File: config.mk
export PLATFORM = sky130hd
export DESIGN_NAME = pipelined_vec_accumulator
export DESIGN_NICKNAME = d
export VERILOG_FILES = /design/src/rtl/pipelined_accumulator_pkg.sv /design/src/rtl/pipelined_vec_accumulator_level.sv /design/src/rtl/pipelined_vec_accumulator.sv
export SDC_FILE = /design/constraint.sdc
export NUM_CORES = 1
export LEC_CHECK = 0
export ABC_AREA = 0
export CELL_PAD_IN_SITES_DETAIL_PLACEMENT = 0
export CELL_PAD_IN_SITES_GLOBAL_PLACEMENT = 1
export CORE_ASPECT_RATIO = 1.2
export CORE_MARGIN = 2
export CORE_UTILIZATION = 43
export DETAILED_ROUTE_END_ITERATION = 8
export GPL_ROUTABILITY_DRIVEN = 0
export PLACE_DENSITY = 0.87
export SLEW_MARGIN = 20
export SYNTH_ARGS = -nofsm -noshare
export SYNTH_HDL_FRONTEND = slang
export SYNTH_HIERARCHICAL = 1
export SYNTH_SLANG_ARGS = --single-unit
File: constraint.sdc
create_clock -name clk -period 6.1 [get_ports clk]
set_input_delay 0.61 -clock clk [delete_from_list [all_inputs] [get_ports clk]]
set_output_delay 0.61 -clock clk [all_outputs]
set_load 0.005 [all_outputs]
File: src/rtl/pipelined_accumulator_pkg.sv
// Shared helpers for the pipelined vector accumulator: lane count,
// sign extension and the saturating add used when saturation is built in.
package pipelined_accumulator_pkg;

    localparam int EXT_W = 64;

    function automatic int num_lanes(input int log2_no_in);
        return 1 << log2_no_in;
    endfunction

    // Sign-extends the low 'w' bits of val to EXT_W bits.
    function automatic logic signed [EXT_W-1:0] sign_ext(input logic [EXT_W-1:0] val,
                                                         input int w);
        logic signed [EXT_W-1:0] t;
        t = $signed(val << (EXT_W - w));
        return t >>> (EXT_W - w);
    endfunction

    // Adds two already sign-extended operands and clamps to a signed w-bit range.
    function automatic logic signed [EXT_W-1:0] sat_add(input logic signed [EXT_W-1:0] a,
                                                        input logic signed [EXT_W-1:0] b,
                                                        input int w);
        logic signed [EXT_W-1:0] s;
        logic signed [EXT_W-1:0] hi;
        logic signed [EXT_W-1:0] lo;
        s  = a + b;
        hi = (64'sd1 <<< (w - 1)) - 64'sd1;
        lo = -hi - 64'sd1;
        if (s > hi)
            return hi;
        else if (s < lo)
            return lo;
        else
            return s;
    endfunction

endpackage

File: src/rtl/pipelined_vec_accumulator_level.sv
// One registered level of the adder tree: M inputs reduced to M/2 pairwise
// sums, each wrapped to W bits.
module pa_adder_level
    import pipelined_accumulator_pkg::*;
#(
    parameter int M = 2,
    parameter int W = 16
) (
    input  logic                 clk,
    input  logic                 rst,
    input  logic [M*W-1:0]       i_data,
    output logic [(M/2)*W-1:0]   o_data
);

    logic [(M/2)*W-1:0] r_sum;

    always_ff @(posedge clk) begin
        if (rst) begin
            r_sum <= '0;
        end else begin
            for (int j = 0; j < M/2; j++) begin
                r_sum[j*W +: W] <= i_data[(2*j)*W +: W] + i_data[(2*j+1)*W +: W];
            end
        end
    end

    assign o_data = r_sum;

endmodule

File: src/rtl/pipelined_vec_accumulator.sv
// Registered binary adder tree feeding a running accumulator; new_sum restarts
// the total. Define PIPELINED_ACC_SATURATE_EN to saturate the accumulator add.
module pipelined_vec_accumulator
    import pipelined_accumulator_pkg::*;
#(
    parameter int IN_BITWIDTH  = 16,
    parameter int OUT_BITWIDTH = 16,
    parameter int LOG2_NO_IN   = 2
) (
    input  logic                                             clk,
    input  logic                                             rst,
    input  logic                                             new_sum,
    input  logic [num_lanes(LOG2_NO_IN)*IN_BITWIDTH-1:0]     data_in,
    output logic [OUT_BITWIDTH-1:0]                          data_out
);

    localparam int N = num_lanes(LOG2_NO_IN);

    // All tree levels packed back to back: level k starts at lane 2N - 2*(N>>k).
    logic [(2*N-1)*OUT_BITWIDTH-1:0] w_tree;
    logic signed [OUT_BITWIDTH-1:0]  w_tree_sum;
    logic signed [OUT_BITWIDTH-1:0]  w_acc_next;
    logic signed [OUT_BITWIDTH-1:0]  r_acc;
    logic                            w_ns_d;

    for (genvar i = 0; i < N; i++) begin : g_sext
        assign w_tree[i*OUT_BITWIDTH +: OUT_BITWIDTH] =
            OUT_BITWIDTH'(sign_ext(EXT_W'(data_in[i*IN_BITWIDTH +: IN_BITWIDTH]), IN_BITWIDTH));
    end

    for (genvar k = 1; k <= LOG2_NO_IN; k++) begin : g_level
        localparam int M_IN    = N >> (k - 1);
        localparam int OFF_IN  = 2*N - 2*M_IN;
        localparam int OFF_OUT = 2*N - M_IN;
        pa_adder_level #(
            .M (M_IN),
            .W (OUT_BITWIDTH)
        ) u_level (
            .clk    (clk),
            .rst    (rst),
            .i_data (w_tree[OFF_IN*OUT_BITWIDTH  +: M_IN*OUT_BITWIDTH]),
            .o_data (w_tree[OFF_OUT*OUT_BITWIDTH +: (M_IN/2)*OUT_BITWIDTH])
        );
    end

    assign w_tree_sum = w_tree[(2*N-2)*OUT_BITWIDTH +: OUT_BITWIDTH];

    if (LOG2_NO_IN == 0) begin : g_ns_direct
        assign w_ns_d = new_sum;
    end else begin : g_ns_pipe
        logic [LOG2_NO_IN-1:0] r_ns_pipe;
        always_ff @(posedge clk) begin
            if (rst) begin
                r_ns_pipe <= '0;
            end else begin
                r_ns_pipe[0] <= new_sum;
                for (int j = 1; j < LOG2_NO_IN; j++) begin
                    r_ns_pipe[j] <= r_ns_pipe[j-1];
                end
            end
        end
        assign w_ns_d = r_ns_pipe[LOG2_NO_IN-1];
    end

`ifdef PIPELINED_ACC_SATURATE_EN
    assign w_acc_next = OUT_BITWIDTH'(sat_add(EXT_W'(r_acc), EXT_W'(w_tree_sum), OUT_BITWIDTH));
`else
    assign w_acc_next = r_acc + w_tree_sum;
`endif

    // Accumulator stage: a restarting vector replaces the old total outright.
    always_ff @(posedge clk) begin
        if (rst)
            r_acc <= '0;
        else if (w_ns_d)
            r_acc <= w_tree_sum;
        else
            r_acc <= w_acc_next;
    end

    assign data_out = r_acc;

endmodule

==> key figures, run 1 <==
Yosys
  – Cell taking the most area after synthesis: dfxtp_1
  – Synth top area share: 27.4%
  – Synth area leaders: dfxtp_1 27%, ha_1 16%, a21oi_1 5.1%
  – Syn. warnings: 6
  – Main flop type after synthesis: dfxtp_1
  – Syn Std Cell Area: ~4800 sq um
  – Flops & latches, synth: 66
  – Synth unique cells: 70
  – Ys async rst share: 0%
  – Post-synth EDFFs: 0
  – Synth Area per Inst: 8.54 sq um
  – Syn Nets: 695
  – Seq/Total Area, Yosys: about 27%
  – Mapped Cells: between 500 and 600

Critical path
  – Reg2Reg Depth: 8
  – Arr. time, crit path: 3.03 ns
  – Crit start category: input port
  – Crit path kind: in -> reg
  – WP data required: 6.30 ns
  – Critical Path End Type: flop
  – Max FO, Critical Path: 4
  – R2r setup slk: 3.76 ns
  – R2r startpoint: data_out[0]
  – Reg-to-Reg End: data_out[14]

Clocking
  – CTS Buf Count: 9
  – TritonCTS clock tree: yes
  – # hold bufs at CTS: 0
  – Root Buffer: clkbuf_16
  – Clock sink count: 66
  – CTS resizes: 0
  – Post-CTS setup repair buffer count: 0
  – Clock latency on the worst-skew pair: ~0.32 ns
  – Number of H-tree levels: 3
  – Max clock buf depth: 2
  – Clk slew on worst S/H paths: ~0.05 ns

STA
  – Time the worst path needs with I/O delays and setup: around 2.8 ns
  – TNS Setup: 0 ns
  – Slew Viols, Final: 0
  – Unrepaired setup endpoints after global routing: no
  – Final hold vios: 0
  – Fmax: between 0.3 and 0.4 GHz
  – Period utilisation layout: 46.3%
  – Final worst-path setup slack: 3.27 ns
  – Tightest Pin Transition: 0.623 ns
  – Clk_skew: 0.00793 ns
  – Number of setup violations in the final report: 0
  – Slew headroom: 58.5%

Floorplanning
  – Core box area: 11000 sq um
  – Die footprint: 12100 sq um
  – Vert. Die Dim: 120 um
  – Starting Density: between 40% and 50%
  – Die width: 101 um
  – Std-Cell Rows: 42
  – # IOs: 83

Cells and area
  – P&R area growth vs syn: 25.8%
  – Antenna cells: 0
  – Fillers: 1034
  – Nets@finish: 774
  – Share of layout cells above drive strength 1: 6.80%

GRT
  – Largest net degree at the start of global routing: between 60 and 70
  – Global route overflow: 0
  – First-pass GRT wire length: approximately 19 mm
  – Vias in the first global route: 4289
  – Initial antenna violation count: 0
  – GRT Total Usage: between 10% and 20%

Run
  – Max-Cap Viols: 0

Min path
  – Hold path depth: 1
  – Min-delay worst type: reg -> reg
  – Hold path startpoint: g_ns_pipe.r_ns_pipe[0]
  – Endpoint, Worst Hold: g_ns_pipe.r_ns_pipe[1]

Drt
  – Vias per cell: 5.61
  – Total number of vias: 4367
  – 1st-pass router iterations: 4
  – DRC viols: 0
  – Met1 WL: ~4.7 mm
  – Met3 Wirelength: between 300 and 400 um
  – Final WL: 10.9 mm
  – Routed Antenna Nets: 0
  – Top Layer Used: met4
  – First DRT Iteration DRCs: between 90 and 100
  – Metal2 WL: between 5 and 6 mm
  – Wire length per cell: 14.0 um

Place
  – Placed wire-length estimate: 8.68 mm
  – Place WS: 2.94 ns
  – IO buf count: roughly 80

Pwr
  – Pwr Density: 292 nW/um^2
  – Leak: 2.53 nW
  – Peak supply drop: 158 uV

Run status
  – Status: completed
==> worst max-delay path, cell delays in order <==
cell	delay [ns]
clkdlybuf4s50_1	0.43
ha_1	0.25
fa_1	0.41
a21o_1	0.22
a221oi_2	0.37
o21bai_2	0.15
a211oi_2	0.24
mux2_1	0.35
==> area by class of cell <==
cell class | count | area, sq um | area share (%)
flip-flops and latches | 66 | 1320 | 21.8
inverters | 10 | 38.8 | 0.640
repair buffers | 84 | 831 | 13.7
well taps | 132 | 165 | 2.72
clock inverters | 2 | 60.1 | 0.991
clock buffers | 13 | 260 | 4.29
multi-input cells | 472 | 3390 | 55.9
==> report_power, final <==
group	total (mW)	internal, mW	leakage [nW]	switching [mW]
logic	0.663	0.324	1.82	0.338
registers	0.562	0.514	0.548	0.0479
clock network	0.548	0.378	0.156	0.171
total	1.77	1.22	2.53	0.557
==> cells in the final DEF (no fill, tap or decap), types with 10 or more instances in the layout <==
master and count:
ha_1 60, nor2b_1 19, nand2_1 45, nand3_1 11
nor2_1 61, clkdlybuf4s50_1 81, xor2_1 16, o21ai_1 13
a21oi_1 49, xnor2_1 18, dfxtp_1 66, a21o_1 15
o21ai_0 16, nand4_1 10
==> state kept, by name (all words and copies together) (netlist names) <==
register	cells
data_out	16
g_ns_pipe.r_ns_pipe	2
g_level.u_level/o_data	48
==> kinds of logic after synthesis <==
group | after synthesis | share of synthesized area (%)
multiplexers | 13 | 2.96
buffers and inverters | 26 | 2.29
AO/OA/AOI/OAI | 170 | 24.4
XOR/XNOR | 34 | 6.18
AND/OR/NAND/NOR | 191 | 19.5
flip-flops | 66 | 27.4
adder cells (fa/ha/maj) | 64 | 17.2
==> worst max-delay path by stage <==
stage          startpoint                       endpoint  slack [ns]  cells past startpoint
6_report       data_in[0]  g_level[1].u_level/o_data[14]        3.27                      8
5_1_grt        data_in[0]  g_level[1].u_level/o_data[14]        3.17                      8
4_1_cts        data_in[0]  g_level[1].u_level/o_data[14]        3.28                      8
3_5_place_dp   data_in[0]  g_level[1].u_level/o_data[14]        2.94                      8
3_3_place_gp   data_in[0]  g_level[1].u_level/o_data[14]        3.02                      8
2_1_floorplan  data_in[0]  g_level[1].u_level/o_data[14]        3.54                      7
==> metrics by stage <==
stage          hold slack, ns  total power, mW  utilization [%]  cells  instance area (sq um)
2_1_floorplan           0.414             1.02                -    564                   4820
3_3_place_gp            0.422             1.21             52.3    764                   5740
3_5_place_dp            0.443             1.23             52.3    764                   5740
4_1_cts                 0.461             1.78             55.2    779                   6060
5_1_grt                 0.494             1.90             55.2    779                   6060
6_report                0.452             1.77             55.2    779                   6060
==> cell usage after synthesis, types with 6 or more instances <==
master    instances
o21ai_1          13
and3_1            8
mux2_1            6
ha_1             60
inv_1             9
nor3_1            8
clkbuf_1         10
xor2_1           16
a31oi_1           7
o31ai_1           8
nand4_1          10
nand3_1          11
a21oi_1          49
o211ai_1          7
dfxtp_1          66
xnor2_1          18
a21o_1           15
o21ai_0          16
nor2_1           61
nand2_1          45
nor2b_1          19
==> routing by layer <==
layer	up-vias	track usage (%)
met5	-	0
met2	107	34.6
met3	26	2.68
met4	0	7.02
li1	2242	-
met1	1992	21.3
(Power assumes the default switching activity.)
==> inputs of run 2 (changes only) <==
CORE_UTILIZATION = 36   (was 43)
PLACE_DENSITY = 0.77   (was 0.87)
clock period = 2.43 ns   (was 6.1 ns; I/O delays follow)
==> key figures, run 2 (same netlist as run 1, synthesis figures left out) <==
STA
  – Period utilisation layout: 97.2%
  – Clk_skew: 0.00744 ns
  – Unrepaired setup endpoints after global routing: no
  – Slew headroom: 70.7%
  – Final hold vios: 0
  – Number of setup violations in the final report: 0
  – Fmax: 0.423 GHz
  – Time the worst path needs with I/O delays and setup: 2.36 ns
  – Slew Viols, Final: 0
  – Tightest Pin Transition: 0.434 ns

GRT
  – Initial antenna violation count: 0
  – First-pass GRT wire length: 19.1 mm
  – Largest net degree at the start of global routing: 40
  – Global route overflow: 0
  – GRT Total Usage: between 10% and 20%
  – Vias in the first global route: 4304

Cells and area
  – Most frequent cells in the layout: 81 x clkdlybuf4s50_1, 66 x dfxtp_1, 61 x nor2_1
  – Nets@finish: 801
  – Commonest non-fill, non-tap cell in the layout: clkdlybuf4s50_1
  – Fillers: 1284
  – Area of the multi-input gates: 3390 sq um
  – Antenna cells: 0
  – Final Non-Filler Cells: 843
  – Flip-flop count of the largest register after layout: 48
  – P&R area growth vs syn: 30.7%
  – FF/Latch Area: 1320 sq um
  – Share of layout cells above drive strength 1: 11.0%
  – Core Util, Final: 48.0%

Critical path
  – CP max stage delay: 0.43 ns
  – Crit path max-delay family: compound AO/OA/AOI/OAI gates
  – Slowest stage cell, crit path: a2111o_1
  – Reg-to-Reg End: data_out[14]
  – Crit start category: flop
  – Buf/Inv on CP: 0
  – Max FO, Critical Path: 4
  – Arr. time, crit path: 2.63 ns
  – R2r startpoint: data_out[0]
  – Crit-path cells: ha_1, fa_1, a21oi_1, o21ai_1, a21oi_2, o221ai_1, a2111o_1, nand3_1
  – R2r setup slk: 0.07 ns
  – WP data required: 2.70 ns
  – Crit path kind: reg -> reg
  – Reg2Reg Depth: 8
  – Critical Path End Type: flop

Drt
  – Vias per cell: ~5.3
  – Wire length per cell: 13.7 um
  – First DRT Iteration DRCs: ~120
  – Total number of vias: 4462
  – DRC viols: 0
  – Routed Antenna Nets: 0
  – Final WL: 11.5 mm
  – 1st-pass router iterations: 6

Pwr
  – Pwr Density: 703 nW/um^2
  – Leak: about 2.7 nW
  – Peak supply drop: 376 uV
  – Total power: 4.43 mW

Clocking
  – Post-CTS setup repair buffer count: 0
  – # hold bufs at CTS: 0
  – CTS resizes: 0
  – TritonCTS clock tree: yes
  – Number of H-tree levels: 3
  – Max clock buf depth: 2
  – Root Buffer: clkbuf_16
  – Clk slew on worst S/H paths: 0.06 ns
  – CTS Buf Count: 9
  – Clock sink count: 66
  – Clock latency on the worst-skew pair: 0.33 ns

Min path
  – Hold path startpoint: rst
  – Min-delay worst type: in -> reg
  – Hold path depth: 2
  – Endpoint, Worst Hold: data_out[13]

Floorplanning
  – Std-Cell Rows: 46
  – Die footprint: 14300 sq um
  – # IOs: a little over 80
  – Starting Density: 36.7%
  – Core box area: 13100 sq um
  – Vert. Die Dim: about 130 um
  – Die width: 110 um

Run status
  – Status: completed

Place
  – IO buf count: 82
  – Placed cells: ~830
  – Placed wire-length estimate: between 9 and 10 mm

Run
  – Max-Cap Viols: 0
==> run 2: cell count changes in the layout (fill, tap and decap cells not counted), sizes merged <==
cell	change
buf	+27
bufinv	-1
clkbuf	-3
clkinv	+5
==> run 2: per-layer routing <==
metal,routed length [um],vias up,global-route usage (%)
met5,0,-,0
met4,233,0,6.92
met3,350,21,1.69
met2,5860,95,30.4
met1,5100,2054,19.4
li1,-,2292,-
==> run 2: worst reg2reg max path, cell delays in order, from the launching register on <==
cell      delay [ns]
dfxtp_1         0.31
ha_1            0.22
fa_1            0.42
a21oi_1         0.23
o21ai_1         0.15
a21oi_2         0.27
o221ai_1        0.18
a2111o_1        0.43
nand3_1         0.08
==> run 2: worst max-delay path by stage <==
stage / depth (start not counted) / start / slack, ns / to
floorplan: 7 / data_in[0] / 0.24 / g_level[1].u_level/o_data[14]
global placement: 8 / data_in[0] / -0.13 / g_level[1].u_level/o_data[14]
detailed placement: 8 / data_in[0] / -0.14 / g_level[1].u_level/o_data[14]
CTS: 8 / data_out[0] / 0.11 / data_out[14]
global route: 8 / data_out[0] / 0.03 / data_out[14]
finish: 8 / data_out[0] / 0.07 / data_out[14]
==> run 2: cell type report <==
class                           count  area share (%)
Multi-Input combinational cell    472            53.8
Clock buffer                       10            3.80
Tap cell                          168            3.34
Sequential cell                    66            21.0
Inverter                           10           0.616
Clock inverter                      6            1.05
Timing Repair Buffer              111            16.4
==> run 2: per-stage QoR <==
step / instance area, sq um / setup WS [ns] / setup TNS, ns / hold slack, ns
2_1_floorplan: 4820 / 0.235 / 0 / 0.371
3_3_place_gp: 5990 / -0.126 / -0.126 / 0.428
3_5_place_dp: 5990 / -0.137 / -0.149 / 0.436
4_1_cts: 6290 / 0.112 / 0 / 0.285
5_1_grt: 6290 / 0.0348 / 0 / 0.313
6_report: 6290 / 0.0675 / 0 / 0.284
==> run 2: report_power, final <==
group	total, mW	internal (mW)	switching (mW)	leakage [nW]
registers	1.42	1.29	0.126	0.548
logic	1.73	0.862	0.866	1.95
clock network	1.28	0.822	0.462	0.152
total	4.43	2.97	1.45	2.65
